<file path="src/rtl/vedic_4x4_iter.sv">
// Iterative Vedic multiplier: a single half-adder 2x2 partial-product unit is
// stepped over every 2-bit digit pair, and each result is shifted into a 2*WIDTH accumulator.
module vedic_4x4_iter #(
    parameter int WIDTH = 4
) (
    input  logic               clk,
    input  logic               reset,
    input  logic               in_valid,
    output logic               in_ready,
    input  logic [WIDTH-1:0]   mul_a,
    input  logic [WIDTH-1:0]   mul_b,
    output logic               out_valid,
    input  logic               out_ready,
    output logic [2*WIDTH-1:0] o_product,
    output logic               busy
);

    localparam int HALF  = WIDTH / 2;
    localparam int STEPS = HALF * HALF;
    localparam int CW    = $clog2(STEPS);
    localparam logic [CW-1:0] HALF_C = CW'(HALF);
    localparam logic [CW-1:0] LAST_C = CW'(STEPS - 1);

    generate
        if ((WIDTH != 4) && (WIDTH != 8)) begin : g_bad_width
            $error("vedic_4x4_iter: WIDTH must be 4 or 8");
        end
    endgenerate

    typedef enum logic [1:0] {
        S_IDLE,
        S_CALC,
        S_DONE
    } state_t;

    state_t             r_state;
    state_t             w_next;
    logic [WIDTH-1:0]   r_a;
    logic [WIDTH-1:0]   r_b;
    logic [CW-1:0]      r_cnt;
    logic [2*WIDTH-1:0] r_acc;
    logic               r_in_ready;

    logic               w_accept;
    logic               w_last;
    logic [CW-1:0]      w_i;
    logic [CW-1:0]      w_j;
    logic [CW:0]        w_sh;
    logic [1:0]         w_a_dig;
    logic [1:0]         w_b_dig;
    logic               w_p00;
    logic               w_p01;
    logic               w_p10;
    logic               w_p11;
    logic               w_s1;
    logic               w_c1;
    logic               w_s2;
    logic               w_c2;
    logic [3:0]         w_pp;
    logic [2*WIDTH-1:0] w_pp_sh;

    assign w_accept = in_valid & r_in_ready;
    assign w_last   = (r_cnt == LAST_C);

    // Digit indices: cnt walks b-digits fastest within each a-digit.
    assign w_i     = r_cnt / HALF_C;
    assign w_j     = r_cnt % HALF_C;
    assign w_sh    = {w_i + w_j, 1'b0};
    assign w_a_dig = 2'(r_a >> {w_i, 1'b0});
    assign w_b_dig = 2'(r_b >> {w_j, 1'b0});

    // 2x2 Vedic unit: vertical and crosswise products combined by two half adders.
    assign w_p00   = w_a_dig[0] & w_b_dig[0];
    assign w_p10   = w_a_dig[1] & w_b_dig[0];
    assign w_p01   = w_a_dig[0] & w_b_dig[1];
    assign w_p11   = w_a_dig[1] & w_b_dig[1];
    assign w_s1    = w_p10 ^ w_p01;
    assign w_c1    = w_p10 & w_p01;
    assign w_s2    = w_p11 ^ w_c1;
    assign w_c2    = w_p11 & w_c1;
    assign w_pp    = {w_c2, w_s2, w_s1, w_p00};
    assign w_pp_sh = {{(2*WIDTH-4){1'b0}}, w_pp} << w_sh;

    // NOTE: every always_comb output gets a default first so no latch is inferred.
    always_comb begin
        w_next = r_state;
        case (r_state)
            S_IDLE:  if (w_accept) w_next = S_CALC;
            S_CALC:  if (w_last) w_next = S_DONE;
            S_DONE:  if (out_ready) w_next = S_IDLE;
            default: w_next = S_IDLE;
        endcase
    end

    // NOTE: state uses non-blocking assignments so all registers update from pre-edge values.
    always_ff @(posedge clk) begin
        if (reset) begin
            r_state    <= S_IDLE;
            r_a        <= '0;
            r_b        <= '0;
            r_cnt      <= '0;
            r_acc      <= '0;
            r_in_ready <= 1'b0;
        end else begin
            r_state    <= w_next;
            // in_ready is registered so it is low throughout reset yet tracks IDLE afterwards.
            r_in_ready <= (w_next == S_IDLE);
            case (r_state)
                S_IDLE: begin
                    if (w_accept) begin
                        r_a   <= mul_a;
                        r_b   <= mul_b;
                        r_acc <= '0;
                        r_cnt <= '0;
                    end
                end
                S_CALC: begin
                    r_acc <= r_acc + w_pp_sh;
                    r_cnt <= r_cnt + CW'(1);
                end
                default: ;
            endcase
        end
    end

    assign in_ready  = r_in_ready;
    assign out_valid = (r_state == S_DONE);
    assign busy      = (r_state != S_IDLE);
    assign o_product = r_acc;

endmodule
</file>
<file path="config.mk">
export PLATFORM = sky130hd
export DESIGN_NAME = vedic_4x4_iter
export DESIGN_NICKNAME = d
export VERILOG_FILES = /design/src/rtl/vedic_4x4_iter.sv
export SDC_FILE = /design/constraint.sdc
export NUM_CORES = 1
export LEC_CHECK = 0
export BUFFER_PORTS_ARGS = -buffer_cell sky130_fd_sc_hd__buf_2
export CORE_MARGIN = 3
export CORE_UTILIZATION = 54
export DETAILED_ROUTE_END_ITERATION = 6
export PLACE_DENSITY = 0.78
export SLEW_MARGIN = 20
export SYNTH_ARGS = -nofsm -noshare
export SYNTH_HDL_FRONTEND = slang
export SYNTH_SLANG_ARGS = --single-unit
export TNS_END_PERCENT = 10
</file>
<file path="constraint.sdc">
create_clock -name clk -period 4.25 [get_ports clk]
set_input_delay 0.2125 -clock clk [delete_from_list [all_inputs] [get_ports clk]]
set_output_delay 0.2125 -clock clk [all_outputs]
set_load 0.01 [all_outputs]
</file>
### Word-level counts from Yosys, hierarchy flattened

Cells that the tools add are included.

* input port bits: 12
* bits in latches: 0
* memories kept: 0
* word-level logic and storage cells: 39
* register bits after elaboration: 21
* output and inout port bits: 11
* memory bits (writable): 0
* ROM bits: 0

* reductions and logical operators: 6
* $lt $le $gt $ge: 0
* bitwise operators: 9
* $add $sub $neg: 3
* shift operators: 3
* mux-type cells: 8
* multiply operators: 0
* equality and inequality tests: 4
* div/mod/pow operators: 0

Operators with widths (count)
* $pmux W8 S2: 1
* $add A8 B8 Y8: 1
* $mux W2: 4
* $mux W8: 1
* $shl A4 B3 Y8: 1
* $shr A4 B2 Y2: 2
* $and A1 B1 Y1: 7
* $pmux W2 S3: 1
* $eq A2 B2 Y1 const B: 2
* $logic_not A2 Y1: 2
* $pmux W2 S2: 1
* $reduce_and A2 Y1: 2
* $reduce_bool A2 Y1: 2
* $add A1 B1 Y2: 1
* $add A2 B1 Y2 const B: 1
* $eq A2 B1 Y1 const B: 1
* $ne A2 B2 Y1 const B: 1
* $xor A1 B1 Y1: 2

### Depth between registers and ports, before layout

Gate-level depths: netlist of run 1.

* depth in word-level cells: 7
* gate-level depth with buffers: 12
* gate-level depth less buffers: 12

### Worst setup path before layout of run 1

OpenSTA, ideal clock, no wires.

* kind: reg-to-reg
* start: reg r_cnt[0]
* end: reg r_acc[7] (netlist: o_product[7])
* clock period less this slack: 2574 ps
* setup time: 95 ps
* buffers on the path: 0
* stages on the path, launching flop included: 13
* setup slack: 1676 ps
* required time: 4155 ps
* arrival time: 2479 ps
* cells stage by stage: dfxtp_1 -> mux2i_1 -> nor2_1 -> ha_1 -> ha_1 -> a21oi_1 -> nor2_1 -> ha_1 -> o21ai_0 -> o31ai_1 -> a211o_1 -> o21bai_1 -> o311ai_1

* cells in the longest elaborated chain, start to end: 7
* elaborated cells between the ends (all ways): 13
* those cells by class: 2 x add/sub; 2 x shift; 1 x mux; 8 x bitwise

Ends and longest elaborated chain
* start, declared: RTL line 40 `logic [CW-1:0] r_cnt;`
* start signal, assigned: RTL line 119 `r_cnt <= r_cnt + CW'(1);`
* $shr A4 B2 Y2: RTL line 70 `assign w_b_dig = 2'(r_b >> {w_j, 1'b0});`
* $and A1 B1 Y1 (on tied branches): RTL line 74, 75
* $and A1 B1 Y1: RTL line 78 `assign w_c1 = w_p10 & w_p01;`
* $xor A1 B1 Y1 / $and A1 B1 Y1 (equally long branches): RTL line 79, 80
* $shl A4 B3 Y8 *: RTL line 82 `assign w_pp_sh = {{(2*WIDTH-4){1'b0}}, w_pp} << w_sh;`
* $add A8 B8 Y8 *: RTL line 118 `r_acc <= r_acc + w_pp_sh;`
* $pmux W8 S2 *: RTL line 108 `case (r_state)`
* end signal, assigned: RTL line 118
* end, declared: RTL line 41 `logic [2*WIDTH-1:0] r_acc;`

Every way passes the cells marked *; elsewhere a longest branch is shown, timed or not.
A chain may end at the register's enable or synchronous reset.

### Worst setup path in the final report of run 1

* start: reg r_cnt[0]
* end: reg r_acc[6] (netlist: o_product[6])

Same word-level chain as after synthesis.

==> reports/metrics.cfg, run 1 <==
[outcome]
outcome = completed

[synthesis]
yosysSeqAreaShare_pct = 32.9
ys_types = 38
netlist_area_mm2 = 0.00128
ys_seq_elements = 21
synth_flop_cell = dfxtp_1
syn-instance-count = 161
syn_avg_cell_area_um2 = 7.93
yosys_warnings = 0
syn-num-nets = 184
synth_edf_count = 0
yosys.area.top_type_share_pct = 32.9
yosys.area.top_type = dfxtp_1
synth-async-reset-ratio_pct = 0
synth_area_leaders = dfxtp_1, ha_1, nand2_1, a21oi_1, mux2i_1

[sta]
relSlewSlack_pct = 47.9
rsz0062_at_grt = false
post-route-period-util_pct = 68.1
setup_tns_ns = 0
max_freq_ghz = 0.346
drv_slew = 0
hold_viol_final = 0
finalSetupViolations = 0
period_needed_ns = 2.89
skew_ns = 0.00167
tightest_slew_ns = 0.780

[clock_tree]
cts_hold_buf = 0
root_buffer = clkbuf_4
clkTransAtPathRegs_ns = 0.12
clock_sinks = 21
clock_latency_ns = 0.30
cts_buffer_depth = 2
cts_made_buffers = 3
cts_resized = 0
htreeDepth = 1
cts_tree = yes
post-cts-setup-buffers = 0

[route]
vias_per_cell = 5.83
vias = 1196
antenna_left = 0
route.detailed.wl_per_inst_um = 13.8
drt-total-wl_mm = 2.82
drtPass1Iterations = 4
first_iter_violations = 24
drc = 0

[run]
drv_cap = 0

[layout]
layoutNonFillerInstCount = 205
fin_nets = 202
area_delta_synth_final_pct = 9.21
antennaDiodeCount = 0
drive_gt1_share_pct = 17.4
nFillCells = 195

[placed_design]
dp.cells = 201
gp_congestion = 0.858
port_buffers = 22
hpwlAfterDp_mm = 2.10

[worst_setup_path]
cp.arrival_ns = 3.12
r2r_start = r_cnt[0]
reg2reg_to = o_product[6]
ff2ff_setup_slack_ns = 1.36
max_stage_delay_ns = 0.46
crit_chain = mux2i_1 -> nor2_1 -> ha_1 -> ha_1 -> a21oi_1 -> nor2_1 -> ha_1 -> a21o_1 -> a21oi_1 -> o211ai_1 -> xnor2_1 -> o31ai_1
setup.worst_path.end = o_product[6]
reg2reg_depth = 12
critPathLaunch = r_cnt[0]
slowest_stage = dfxtp_1
cp_max_fo = 5
crit_required_ns = 4.47
start_kind = register
crit_top_cell = ha_1
end_kind = register
crit_type = reg2reg

[power]
powerDensity_mw_per_mm2 = 252
comb_power_share_pct = 12.9
vdd_ir_drop_max_v = 0.000227
pwr-share-clk_pct = 27.8
p_int_w = 0.000254
power_switching_w = 0.0000982
seqPwrFrac_pct = 59.3
leakage_nw = 0.601
switching_share_pct = 27.9

[die]
core_region_area_mm2 = 0.00210
die_h_um = 54.6
io_pins = 23
dieWidth_um = 54.6
die-area_mm2 = 0.00299
start_util_pct = 60.8
core.rowCount = 16

[global_route]
grt_max_degree = 25
grt-ovfl-total = 0
antenna_found_initial = 0
grt_pass1_wl_mm = 4.70
track_usage_pct = 21.3
grt_pass1_vias = 1080

[hold_path]
worstHoldPathType = in2reg
hold_path_startpoint = mul_b[1]

cells in the final DEF (no fill, tap or decap):
cell       count
mux2i_1        6
ha_1          10
or2_2          1
a21oi_2        1
o31ai_1        2
clkbuf_4       3
dfxtp_1       21
a22oi_1        1
inv_1          4
or2_1          1
a2111oi_0      1
nor2_1        16
a21oi_1       18
nor4_1         2
o22ai_1        2
nor2b_1        4
or2_4          1
nand2b_1       4
a32oi_1        1
a211o_1        1
buf_2         22
clkinv_2       1
nand3_2        1
nor3_1         6
o21bai_1       1
a211oi_1       1
a211oi_2       1
xor2_1         1
xnor2_1        2
fa_1           1
a21o_1         2
o311ai_1       1
o21ai_0        3
o211ai_1       1
nand2_1       28
nand3b_1       1
nand3_1        4
a31oi_1        1
layout make-up:
| cell class | count | area (um2) | share of cell area [%] |
|---|---|---|---|
| Clock buffer | 3 | 22.5 | 1.61 |
| Multi-Input combinational cell | 127 | 788 | 56.5 |
| Clock inverter | 1 | 5.00 | 0.359 |
| Timing Repair Buffer | 22 | 110 | 7.89 |
| Inverter | 4 | 15.0 | 1.08 |
| Sequential cell | 21 | 420 | 30.1 |
| Tap cell | 27 | 33.8 | 2.42 |
routing by layer:
layer / vias to the layer above / GRT usage [%] / share of wire, %
li1: 596 / - / -
met1: 566 / 28.6 / 48
met2: 30 / 35.0 / 47
met3: 4 / 3.81 / 5.0
met4: 0 / 4.56 / 0.74
met5: - / 0 / 0
kinds of logic after synthesis:
logic type / synth area share [%]
compound gates: 18.8
xor+xnor: 2.06
fa+ha+maj: 11.4
buf+inv: 5.39
flops: 32.9
mux: 4.70
simple gates: 24.8
sequential cells by signal (all words and copies together) (netlist names):
name and flops:
in_ready 1, r_state 2, r_b 4, r_a 4, r_cnt 2, o_product 8
how the worst min path moves through the flow:
| stage | end | slack (ns) | depth (start not counted) |
|---|---|---|---|
| after floorplan | in_ready | 0.30 | 1 |
| after global placement | r_a[2] | 0.45 | 2 |
| after detailed placement | r_a[0] | 0.45 | 2 |
| after CTS | r_a[0] | 0.13 | 3 |
| after global routing | r_b[0] | 0.13 | 3 |
| final | r_b[1] | 0.13 | 3 |
power by group through the flow:
| stage | Combinational, W | Clock [W] | Sequential (W) |
|---|---|---|---|
| finish | 0.0000455 | 0.0000979 | 0.000209 |
| floorplan | 0.0000342 | 0 | 0.000212 |
| global placement | 0.0000429 | 0 | 0.000213 |
| detailed placement | 0.0000454 | 0 | 0.000213 |
| global route | 0.0000509 | 0.000110 | 0.000210 |
| CTS | 0.0000457 | 0.0000992 | 0.000209 |
through the flow:
stage / instance area, um2 / hold slack, ns / total power (W) / worst slack, ns / util [%]
3_5_place_dp: 1370 / 0.453 / 0.000258 / 1.43 / 65.1
3_3_place_gp: 1370 / 0.450 / 0.000256 / 1.53 / 65.1
6_report: 1400 / 0.131 / 0.000352 / 1.36 / 66.4
5_1_grt: 1400 / 0.129 / 0.000370 / 1.15 / 66.4
4_1_cts: 1400 / 0.134 / 0.000354 / 1.39 / 66.4
2_1_floorplan: 1280 / 0.296 / 0.000246 / 1.68 / -
cells in the mapped netlist (2+ instances only):
cell / count
nor2_1: 16
mux2i_1: 6
dfxtp_1: 21
xnor2_1: 2
nor3_1: 6
o21ai_0: 3
ha_1: 10
nor2b_1: 4
a21o_1: 2
o22ai_1: 2
nor4_1: 2
nand3_1: 4
inv_1: 4
buf_6: 2
clkbuf_1: 3
nand2b_1: 4
nand2_1: 28
o31ai_1: 2
buf_2: 4
a21oi_1: 18
worst max-delay path: cells and delay by family, from the launching register on:
family                     cells  cell delay, ns
AOI/OAI and AO/OA              5            0.97
adders and majority gates      3            0.81
DFF                            1            0.46
muxes                          1            0.27
xor gates and xnor gates       1            0.16
and+or+nand+nor                2            0.13
Power figures use the tool's default switching activity.
==> inputs of run 2 (changes only) <==
ABC_AREA = 1   (was not set)
PLACE_DENSITY = 0.77   (was 0.78)
clock period = 2.9 ns   (was 4.25 ns; I/O delays follow)
==> run 2 against run 1 <==
Synthesized area is 1.4% higher. Cell area rose by 4.1%. Worst setup slack worse by 1.1 ns. Critical path type unchanged. Clock skew grew 0.0020 ns. Global-route usage down 0.66 points.
==> reports/metrics.cfg, run 2 <==
[outcome]
outcome = completed

[worst_setup_path]
setup.worst_path.end = o_product[5]
end_kind = register
start_kind = register
crit_required_ns = 3.16
cp.arrival_ns = 2.91
crit_type = reg2reg
cp_max_fo = 6
reg2reg_to = o_product[5]
reg2reg_depth = 14
r2r_start = r_cnt[1]
ff2ff_setup_slack_ns = 0.24
critPathLaunch = r_cnt[1]

[layout]
multiInputGateArea_um2 = 756
drive_gt1_share_pct = 17.7
seq_area_um2 = 423
layout_common_cells = nand2_1, nor2_1, inv_1
largest_register_ffs = 8
fin_nets = 239
nFillCells = 218
layoutNonFillerInstCount = 243
area_delta_synth_final_pct = 12.2
layout_commonest_cell = nand2_1
antennaDiodeCount = 0
fin_area_mm2 = 0.00145

[placed_design]
hpwlAfterDp_mm = 2.13
port_buffers = 22
dp.cells = 239
gp_congestion = 0.919
dpl_cell_area_mm2 = 0.00142

[route]
vias = 1251
vias_per_cell = 5.15
drt-total-wl_mm = 2.71
drtPass1Iterations = 4
route.detailed.wl_per_inst_um = 11.2
drc = 0
antenna_left = 0
first_iter_violations = 20

[synthesis]
ys_seq_elements = 21
synth_flop_cell = dfxtp_1
ys_types = 22
yosysSeqAreaShare_pct = 32.5
yosys.area.top_type = dfxtp_1
syn-instance-count = 192
synth_edf_count = 0
synth_most_common_cell = nand2_1
synth-async-reset-ratio_pct = 0
yosys.area.top_type_share_pct = 32.5
synth_common_cells = nand2_1, nor2_1, inv_1
yosys_warnings = 0
syn_avg_cell_area_um2 = 6.74
synth_area_leaders = dfxtp_1, nand2_1, ha_1, nor2_1, a21oi_1
netlist_area_mm2 = 0.00129
syn-num-nets = 215

[power]
total_power_w = 0.000549
seqPwrFrac_pct = 56.9
comb_power_share_pct = 16.3
leakage_nw = 0.743
power_switching_w = 0.000162
vdd_ir_drop_max_v = 0.000378
pwr-share-clk_pct = 26.8
p_int_w = 0.000387
powerDensity_mw_per_mm2 = 378
switching_share_pct = 29.6

[sta]
period_needed_ns = 2.66
setup_tns_ns = 0
hold_viol_final = 0
post-route-period-util_pct = 91.6
skew_ns = 0.00368
max_freq_ghz = 0.376
rsz0062_at_grt = false
drv_slew = 0
relSlewSlack_pct = 74.0
finalSetupViolations = 0
tightest_slew_ns = 0.389

[clock_tree]
clock_latency_ns = 0.31
clkTransAtPathRegs_ns = 0.12
root_buffer = clkbuf_4
htreeDepth = 1
clock_sinks = 21
cts_tree = yes
cts_buffer_depth = 2
cts_made_buffers = 3

[die]
io_pins = 23
dieWidth_um = 55.0
core.rowCount = 17
die-area_mm2 = 0.00302
core_region_area_mm2 = 0.00223
start_util_pct = 58.0
die_h_um = 55.0

[global_route]
grt_pass1_wl_mm = 4.50
grt_pass1_vias = 1100
antenna_found_initial = 0
grt-ovfl-total = 0
track_usage_pct = 20.6
grt_max_degree = 14

[hold_path]
worstHoldPathType = in2reg

[run]
drv_cap = 0

[run 2: cell types whose count changed in the layout (fill, tap and decap cells not counted), moves of 3 or more]
cell | before | now
inv_1 | 4 | 25
nand2_1 | 28 | 44
nor2_1 | 16 | 28
o21ai_0 | 3 | 14
nand3_1 | 4 | 10
nor3_1 | 6 | 0
mux2i_1 | 6 | 2
nand2b_1 | 4 | 0
nor2b_1 | 4 | 0
nand2_2 | 0 | 3
[run 2: worst max-delay path, stage by stage, from the launching register on]
cell	delay (ns)
dfxtp_2	0.40
mux2i_2	0.28
nor2_1	0.08
ha_1	0.18
ha_1	0.30
o21ai_0	0.24
nor2_1	0.07
ha_1	0.35
a21oi_1	0.15
nand2_1	0.12
nand2_1	0.11
nand2_1	0.06
nand2_1	0.05
nand3_1	0.06
a21oi_1	0.12
[run 2: layout make-up]
class	instances	area share [%]
Clock buffer	3	1.55
Inverter	27	6.98
Sequential cell	21	29.1
Tap cell	28	2.41
Multi-Input combinational cell	141	52.0
Timing Repair Buffer	22	7.58
Clock inverter	1	0.345
[run 2: through the flow]
stage	utilization [%]	hold slack, ns	worst slack, ns
4_1_cts	64.8	0.0745	0.185
3_3_place_gp	63.5	0.393	0.385
6_report	65.0	0.0739	0.244
5_1_grt	65.0	0.0687	0.0280
2_1_floorplan	-	0.214	0.533
3_5_place_dp	63.5	0.406	0.236
[run 2: worst min-delay path by stage]
stage	start	endpoint	slack, ns	cells past startpoint
2_1_floorplan	reset	o_product[0]	0.21	1
3_3_place_gp	mul_a[3]	r_a[3]	0.39	3
3_5_place_dp	mul_b[0]	r_b[0]	0.41	3
4_1_cts	mul_a[1]	r_a[1]	0.07	3
5_1_grt	mul_b[3]	r_b[3]	0.07	3
6_report	mul_b[1]	r_b[1]	0.07	3
[run 2: cells by family (layout without fill, tap and decap cells)]
| group | count (synthesis) | count (layout) | share of synthesized area [%] |
|---|---|---|---|
| and+or+nand+nor | 90 | 90 | 29.4 |
| muxes | 3 | 3 | 2.32 |
| DFF | 21 | 21 | 32.5 |
| adders and majority gates | 11 | 11 | 11.2 |
| AOI/OAI and AO/OA | 37 | 37 | 15.2 |
| buffers and inverters | 30 | 53 | 9.47 |
[run 2: power groups by stage]
stage / clock network, W / registers [W] / logic (W)
after floorplan: 0 / 0.000317 / 0.0000627
after global placement: 0 / 0.000318 / 0.0000853
after detailed placement: 0 / 0.000318 / 0.0000884
after CTS: 0.000150 / 0.000311 / 0.0000892
after global routing: 0.000167 / 0.000314 / 0.000102
final: 0.000147 / 0.000312 / 0.0000897
[run 2: routing by layer]
layer  track usage [%]  share of wire [%]
met2              33.7                 45
met3              4.02                3.4
met1              26.2                 50
met5                 0                  0
met4              9.31                1.8
[run 2: repair_timing]
action,in CTS,in global routing
hold buffers,0,0
buffers inserted,0,0
setup endpoints to repair,0,3
gates resized for setup,0,4
==> inputs of run 3 (changes only) <==
clock period = 2.5 ns   (was 2.9 ns; I/O delays follow)
==> run 3 against run 2 <==
Register-to-register slack got worse by 0.16 ns. Hold slack got worse by 0.017 ns. Count of clock-buffer cells in the layout unchanged. Via count increased by 4.9%. Sequential share of layout area decreased by 2.3 points. Critical path type unchanged. Combinational power increased by 43%.
==> reports/metrics.cfg, run 3 (synthesis results as in run 2) <==
[outcome]
outcome = completed

[sta]
tightest_slew_ns = 0.415
hold_viol_final = 0
finalSetupViolations = 0
drv_slew = 0
relSlewSlack_pct = 72.2
rsz0062_at_grt = true
max_freq_ghz = 0.413
skew_ns = 0.00132
period_needed_ns = 2.42
post-route-period-util_pct = 96.7
setup_tns_ns = 0

[worst_setup_path]
max_stage_delay_ns = 0.40
crit_required_ns = 2.75
reg2reg_depth = 14
ff2ff_setup_slack_ns = 0.08
r2r_start = r_cnt[1]
crit_type = reg2reg
crit_top_cell = nand2_1
cp.arrival_ns = 2.67
end_kind = register
start_kind = register
slowest_stage = dfxtp_4
cp_max_fo = 5
crit_chain = mux2i_2 -> nor2_1 -> ha_2 -> ha_4 -> o21ai_2 -> nor2_1 -> ha_1 -> a21oi_2 -> nand2_2 -> nand2_1 -> nand2_1 -> nand2_1 -> nand3_1 -> a21oi_1
reg2reg_to = o_product[5]

[placed_design]
hpwlAfterDp_mm = 2.14
gp_congestion = 0.909
dpl_cell_area_mm2 = 0.00146
port_buffers = 22

[die]
io_pins = 23
core_region_area_mm2 = 0.00223
core.rowCount = 17
start_util_pct = 58.0
die-area_mm2 = 0.00302
dieWidth_um = 55.0
die_h_um = 55.0

[layout]
antennaDiodeCount = 0
layout_common_cells = nand2_1, nor2_1, inv_1
largest_register_ffs = 8
fin_nets = 246
drive_gt1_share_pct = 26.1
nFillCells = 195
layout_commonest_cell = nand2_1
seq_area_um2 = 425
multiInputGateArea_um2 = 835
fin_area_mm2 = 0.00159
area_delta_synth_final_pct = 22.5

[power]
vdd_ir_drop_max_v = 0.000373
seqPwrFrac_pct = 54.8
comb_power_share_pct = 19.4
power_switching_w = 0.000198
total_power_w = 0.000661
switching_share_pct = 30.0
pwr-share-clk_pct = 25.8
leakage_nw = 0.767
p_int_w = 0.000463
powerDensity_mw_per_mm2 = 416

[global_route]
antenna_found_initial = 0
grt_pass1_wl_mm = 4.84
grt_max_degree = 14
track_usage_pct = 22.1
grt_pass1_vias = 1121
grt-ovfl-total = 0

[hold_path]
worstHoldPathType = in2reg
min_delay_path_depth = 3
holdPathEnd = r_a[0]
hold_path_startpoint = mul_a[0]

[route]
drtPass1Iterations = 4
antenna_left = 0
first_iter_violations = 39
drt-total-wl_mm = 2.99
route.detailed.wl_per_inst_um = 11.9
drc = 0
vias_per_cell = 5.25
vias = 1312

[clock_tree]
cts_tree = yes
htreeDepth = 1
clkTransAtPathRegs_ns = 0.12
clock_latency_ns = 0.31
cts_made_buffers = 3
root_buffer = clkbuf_4
cts_hold_buf = 0
clock_sinks = 21
cts_buffer_depth = 2

[run]
drv_cap = 0

run 3: layout make-up:
type / count / area share [%]
Clock buffer: 3 / 1.42
Timing Repair Buffer: 29 / 10.3
Sequential cell: 21 / 26.8
Tap cell: 28 / 2.21
Multi-Input combinational cell: 141 / 52.6
Clock inverter: 1 / 0.315
Inverter: 27 / 6.39
run 3: worst max-delay path, delay by kind of cell (launching register included):
kind            cells  cell delay [ns]
mux                 1             0.25
flops               1             0.40
fa+ha+maj           3             0.74
compound gates      3             0.45
simple gates        7             0.51
run 3: power by group through the flow:
stage                     combinational, W  clock (W)  sequential (W)
final                             0.000128   0.000170        0.000362
after global routing              0.000144   0.000198        0.000365
after CTS                         0.000120   0.000174        0.000362
after detailed placement          0.000115          0        0.000368
after global placement            0.000112          0        0.000367
after floorplan                  0.0000728          0        0.000367
run 3: routing by layer:
metal	GRT usage, %	wire length (um)	part of all wire [%]	vias to the layer above
met5	0	0	0	-
met4	6.88	34	1.1	0
met3	3.49	147	4.9	4
met2	35.2	1490	50	32
met1	30.4	1320	44	595
li1	-	-	-	681
run 3: worst max path at each step:
stage,startpoint,end,slack (ns),cells past startpoint
finish,r_cnt[1],o_product[5],0.08,14
global route,r_cnt[1],o_product[7],-0.07,15
CTS,r_cnt[1],o_product[7],0.007,14
detailed placement,r_cnt[1],o_product[5],-0.12,14
global placement,r_cnt[1],o_product[7],-0.04,13
floorplan,r_cnt[1],o_product[7],0.13,13
run 3: through the flow:
step	utilization [%]	setup WS, ns	instances	hold slack, ns
finish	71.0	0.0814	250	0.0573
global route	71.0	-0.0676	250	0.0731
CTS	68.1	0.00739	250	0.0585
detailed placement	65.5	-0.125	245	0.384
global placement	65.5	-0.0450	245	0.374
floorplan	-	0.133	192	0.194
run 3: repair_timing:
item	in CTS	in global routing
setup buffers	1	0
pin swaps	1	4
gates resized for setup	7	13
endpoints found under the setup margin	6	6
hold endpoints to repair	0	0
